--- src/rtl/tdm_demux.sv ---
// Serial-to-parallel TDM demultiplexer: one bit per accepted cycle fills slot 0..N-1, then the word moves to dout.
// Optional frame realign input 'sync' is built in when TDM_SYNC_EN is defined.
//
// state | meaning
// IDLE  | slot = 0, no word buffered
// FILL  | frame partly assembled, or a word buffered while assembling
// FULL  | word buffered and slot = N-1 (last bit waits for the consumer)
module tdm_demux #(
  parameter int N = 8
) (
  input  logic                 clk,
  input  logic                 rst_n,
`ifdef TDM_SYNC_EN
  input  logic                 sync,
`endif
  input  logic                 din,
  input  logic                 din_valid,
  output logic                 din_ready,
  output logic [$clog2(N)-1:0] slot,
  output logic [N-1:0]         dout,
  output logic                 dout_valid,
  input  logic                 dout_ready
);

  localparam int SW = $clog2(N);
  localparam logic [SW-1:0] LAST = SW'(N - 1);

  typedef enum logic [1:0] {IDLE, FILL, FULL} state_t;

  state_t        state, state_nxt;
  logic [N-1:0]  asm_q, asm_nxt, dout_nxt;
  logic [SW-1:0] slot_nxt, base;
  logic          dv_nxt, live, sync_i, stall, accept, consume;

`ifdef TDM_SYNC_EN
  assign sync_i = sync;
`else
  assign sync_i = 1'b0;
`endif

  // A realign sends the incoming bit to slot 0, so it can never overwrite the buffered word.
  assign stall     = (state == FULL) && !dout_ready && !sync_i;
  assign din_ready = live && !stall;
  assign accept    = din_valid && din_ready;
  assign consume   = dout_valid && dout_ready;

  always_comb begin
    asm_nxt  = asm_q;
    slot_nxt = slot;
    dout_nxt = dout;
    dv_nxt   = dout_valid && !consume;
    base     = sync_i ? '0 : slot;
    if (sync_i) slot_nxt = '0;
    if (accept) begin
      asm_nxt[base] = din;
      if (base == LAST) begin
        slot_nxt = '0;
        dout_nxt = asm_nxt;
        dv_nxt   = 1'b1;
      end else begin
        slot_nxt = base + SW'(1);
      end
    end
    if (!dv_nxt && slot_nxt == '0)
      state_nxt = IDLE;
    else if (dv_nxt && slot_nxt == LAST)
      state_nxt = FULL;
    else
      state_nxt = FILL;
  end

  always_ff @(posedge clk or negedge rst_n) begin
    if (!rst_n) begin
      state      <= IDLE;
      live       <= 1'b0;
      slot       <= '0;
      asm_q      <= '0;
      dout       <= '0;
      dout_valid <= 1'b0;
    end else begin
      state      <= state_nxt;
      live       <= 1'b1;
      slot       <= slot_nxt;
      asm_q      <= asm_nxt;
      dout       <= dout_nxt;
      dout_valid <= dv_nxt;
    end
  end

endmodule

--- config.mk ---
export PLATFORM = sky130hd
export DESIGN_NAME = tdm_demux
export DESIGN_NICKNAME = d
export VERILOG_FILES = /design/src/rtl/tdm_demux.sv
export SDC_FILE = /design/constraint.sdc
export NUM_CORES = 1
export LEC_CHECK = 0
export CORE_MARGIN = 2
export CORE_UTILIZATION = 51
export CTS_CLUSTER_DIAMETER = 50
export DETAILED_ROUTE_END_ITERATION = 10
export PLACE_DENSITY_LB_ADDON = 0.08
export SLEW_MARGIN = 0
export SYNTH_ARGS = -nofsm -noshare
export SYNTH_HDL_FRONTEND = slang
export SYNTH_SLANG_ARGS = --single-unit
--- constraint.sdc ---
create_clock -name clk -period 2.3 [get_ports clk]
set_input_delay 0.23 -clock clk [delete_from_list [all_inputs] [get_ports clk]]
set_output_delay 0.23 -clock clk [all_outputs]
set_load 0.05 [all_outputs]
; After elaboration in Yosys (flattened, before gate mapping)
; Cells that the tools add are included.
[totals]
word_cells = 35
out_inout_bits = 13
latchBits = 0
ff_bits = 23
rom_bits = 0
input_bits = 5
ramBits = 0
memories = 0
[op_classes]
bitwise = 0
add_sub_neg = 1
muxes = 9
shifts = 0
n_eq_ne = 3
n_reduce_logical = 14
magnitude_cmp = 2
div = 0
multipliers = 0
[ops]
columns = cell, n
row1 = 8-bit bitwise mux, 1
row2 = 1-bit logical AND, 8
row3 = "3-bit == test, second input constant", 2
row4 = 3-bit 2-to-1 mux, 2
row5 = 1-bit zero test, 4
row6 = "3-bit by 4-bit less-than comparator with 1-bit output, second input constant", 1
row7 = 2-bit 2-to-1 mux, 2
row8 = "3-bit by 1-bit adder with 3-bit output, second input constant", 1
row9 = 1-bit demux with 3-bit select, 1
row10 = "3-bit by 1-bit >= comparator with 1-bit output, second input constant", 1
row11 = 3-bit zero test, 1
row12 = 1-bit 2-to-1 mux, 3
row13 = "2-bit == test, second input constant", 1
row14 = 2-bit AND reduction, 1

; Logic depth before layout (Yosys ltp)
[depth]
depth_word = 10
mapped_depth = 7
ltp_nobuf = 6

; Worst setup path before layout
; No wires, ideal clock.
[synth_timing]
path_kind = reg-to-reg
startpoint = register slot[1]
endpoint = register state[0]
path_stages_with_launch = 8
setup_slack_ns = 0.234
setup_time_ns = 0.149
path_buffers = 1
t_required_ns = 2.151
period_less_slack_ns = 2.066
t_arrival_ns = 1.917
cell_sequence = dfrtp_1 > ha_1 > ha_1 > or3b_1 > buf_4 > o21a_2 > nor4_4 > a41oi_1
[synth_between]
elab_chain_cells = 7
word_cells_on_any_way = 13
cone_classes = add/sub: 1 / eq/ne: 2 / mux: 6 / reduce/logical: 4
[synth_rtl]
columns = item, line_no
row1 = start: declaration, 19  ; output logic [$clog2(N)-1:0] slot,
row2 = start signal: assignment, 83  ; slot <= slot_nxt;
row3 = 3-bit by 1-bit adder with 3-bit output / 3-bit == test (equally long branches), "61, 56"
row4 = 3-bit 2-to-1 mux, 56  ; if (base == LAST) begin
row5 = 3-bit 2-to-1 mux, 54  ; if (accept) begin
row6 = 3-bit == test, 66  ; else if (dv_nxt && slot_nxt == LAST)
row7 = 1-bit logical AND, 66
row8 = 2-bit 2-to-1 mux, 66
row9 = 2-bit 2-to-1 mux (*), 64  ; if (!dv_nxt && slot_nxt == '0)
row10 = named net state_nxt[0], 30  ; state_t state, state_nxt;
row11 = end signal: assignment, 81  ; state <= state_nxt;
row12 = end: declaration, 30
; Mark *: on every way through the listed nets, which the timed path passes. The rest lies on a longest branch.
; A chain may end at the register's enable or synchronous reset.

; Worst setup path in the final report
[layout_timing]
startpoint = register slot[2]
endpoint = output slot[2]
; No word-level cell between the ends.

==> results by group <==
Worst setup path
  – Worst r2r src: slot[2]
  – Crit. End Element: primary output
  – Critical-path top delay cell: clkdlybuf4s50_1
  – Setup Crit Path Kind: register to primary output
  – Crit Path Max Fanout: 13
  – CP top delay family: buffers and inverters
  – Buf+Inv Stages, Crit Path: 1
  – Worst path cell trace: clkdlybuf4s50_1
  – R2r worst-path depth: 5
  – Setup crit start kind: register
  – WP data required: slightly above 2 ns
  – Worst EP arrival: 1.83 ns
  – R2R Path End: state[0]
  – Critical Path Max Stage Delay: around 0.9 ns
  – Reg2Reg Setup Slack: between 0.5 and 0.6 ns

Synth
  – Commonest cells in the netlist: dfrtp_1, nand2_1, mux2_1, mux2i_1, o21ai_1
  – Syn_area_per_cell: 11.0 um^2
  – Number of synthesized flops with an enable pin: 0
  – Ys Warns: 0
  – Post-synthesis cell type count: 28
  – Synth top area cells: dfrtp_1, mux2_1, mux2i_1, nand2_1, mux2i_2
  – Share of synthesized flip-flops with an asynchronous set or reset: 1.00
  – Post-Synthesis Cell Area: 1130 um^2
  – Net count after synthesis: 110
  – Most common cell in the netlist: dfrtp_1
  – Most used DFF post-synth: dfrtp_1
  – Synth area leader: dfrtp_1
  – Yosys top cell area share: 0.508
  – Synthesized instance count: 103
  – Seq/Total Area, Yosys: 0.508
  – Synth Register Bits: 23

CTS
  – Post-CTS sizing: 0
  – TritonCTS Buffers: 3
  – Post-CTS setup buffers: 0
  – Maximum clock path buffer count: 2
  – H-tree Lvls: 1
  – Post-CTS Hold Buffers: 0
  – TritonCTS Sinks: 23
  – Clock Root Buffer: clkbuf_4
  – CTS tree: yes
  – CTS clock-pin slew for the worst setup and hold paths: 0.13 ns
  – Clk_lat worst skew: 0.30 ns

Global routing
  – Total GRT Usage: 0.172
  – Vias in the first global route: 755
  – GR Overflow Total: 0
  – Antenna violations before repair: 0
  – Largest net degree at the start of global routing: 24
  – First-pass GRT wire length: 3310 um

Route
  – Vias post-DR: 740
  – Post-route ant nets: 0
  – Initial DRC Count: 3
  – Total Wirelength: 1820 um
  – Vias/cell: roughly 5
  – Residual DRC count: 0
  – DR WL/cell: 12.1 um
  – Detailed-router iteration count before antenna repair: 3

Die
  – Die Span Y: a little over 50 um
  – Core ar.: 2150 um^2
  – Die X: 51.1 um
  – Standard-cell row count: 17
  – Io pins: 18
  – Initial core utilization: 0.527
  – Die area: 2610 um^2

Finish
  – Fillers: 190
  – Fraction of layout cells with a size suffix above 1: 0.139
  – Non-Filler Instances: 150
  – Net count, final: 130
  – # diodes: 0
  – Area delta synth->final: 20.6%

Pwr
  – Sequential power share: 0.360
  – Clock power share: 0.095
  – Net Switching: 883 uW
  – Switching Share: 0.464
  – Comb pwr share: 0.544
  – Peak supply drop: 0.00114 V
  – Pleak: 0.000610 uW
  – Int Power: 1020 uW
  – Power per cell area: 1390 nW/um^2

Timing
  – Final hold vios: 0
  – Setup TNS: 0 ns
  – F_max: about 0.5 GHz
  – Rel. slew slack: 0.664
  – Hold slack: around 0.26 ns
  – Final Cycle Share: 0.895
  – Worst Tran Pin Value: 0.502 ns
  – Final Max Slew Viols: 0
  – Post-layout minimum cycle time: 2.06 ns
  – Unrepaired setup endpoints after global routing: no
  – Final Skew: 0.00522 ns
  – Final setup viols: 0

Placed design
  – Inst Count DP: 146
  – HPWL after DPL: 1310 um
  – PortBufs: 17
  – RePlAce Congestion: 0.739

Min path
  – Worst Hold Class: primary input to asynchronous set/reset pin

Flow run
  – Max cap viols: 0

Outcome
  – Outcome: finished clean
==> metal layers <==
| layer | vias to the layer above | wire, um | global-route usage |
|---|---|---|---|
| met5 | - | 0 | 0 |
| li1 | 389 | - | - |
| met1 | 338 | 883 | 0.224 |
| met3 | 2 | 54 | 0.0351 |
| met4 | 0 | 14 | 0.0676 |
| met2 | 11 | 862 | 0.279 |
==> registers in the layout, summed over array words and instances, names as in the netlist <==
| name | flops |
|---|---|
| live | 1 |
| asm_q | 8 |
| slot | 3 |
| dout_valid | 1 |
| dout | 8 |
| state | 2 |
==> worst max path at each step <==
stage                     endpoint        from  slack [ns]  cells after the start
after floorplan           state[0]     slot[1]        0.23                      7
after global placement    state[0]  dout_ready        0.41                      6
after detailed placement  state[0]  dout_ready        0.38                      6
after CTS                  slot[2]     slot[2]        0.24                      1
after global routing       slot[2]     slot[2]        0.18                      1
final                      slot[2]     slot[2]        0.24                      1
==> kinds of logic after synthesis <==
logic type                 count (synthesis)  share of synthesized area
adders and majority gates                  2                     0.0221
AOI/OAI and AO/OA                         10                     0.0508
muxes                                     19                      0.187
and+or+nand+nor                           37                      0.188
DFF                                       23                      0.508
buffers and inverters                     11                     0.0409
other                                      1                    0.00331
==> power groups by stage <==
stage | combinational [uW] | sequential (uW) | clock [uW]
6_report | 1040 | 686 | 182
5_1_grt | 1130 | 708 | 209
4_1_cts | 1050 | 688 | 193
3_5_place_dp | 1040 | 697 | 0
3_3_place_gp | 1030 | 689 | 0
2_1_floorplan | 455 | 978 | 0
==> through the flow <==
step	setup slack, ns	utilization	power (uW)	area, um^2
3_3_place_gp	0.409	0.623	1720	1340
6_report	0.242	0.635	1900	1370
3_5_place_dp	0.379	0.623	1730	1340
2_1_floorplan	0.234	-	1430	1130
5_1_grt	0.176	0.635	2040	1370
4_1_cts	0.235	0.635	1930	1370
==> final cells by class <==
class                           count  area, um^2  area share
Multi-Input combinational cell     69         510       0.374
Clock inverter                      1        5.00     0.00367
Sequential cell                    23         576       0.422
Tap cell                           28        35.0      0.0257
Inverter                            5        18.8      0.0137
Timing Repair Buffer               21         198       0.145
Clock buffer                        3        22.5      0.0165
==> cell usage in the layout (no fill, tap or decap), types with 2 or more instances in the layout <==
cell type        netlist  layout
mux2i_1                8       8
nor2_1                 6       6
ha_1                   2       2
nor2b_1                2       2
nor4_1                 2       2
dfrtp_1               23      23
inv_1                  4       4
nand2_1               14      14
clkbuf_4               0       3
mux2_1                 8       8
buf_4                  1       5
o21ai_1                8       8
nand3_1                4       4
mux2i_2                3       3
clkdlybuf4s50_1        0      16
(Power assumes the default switching activity.)
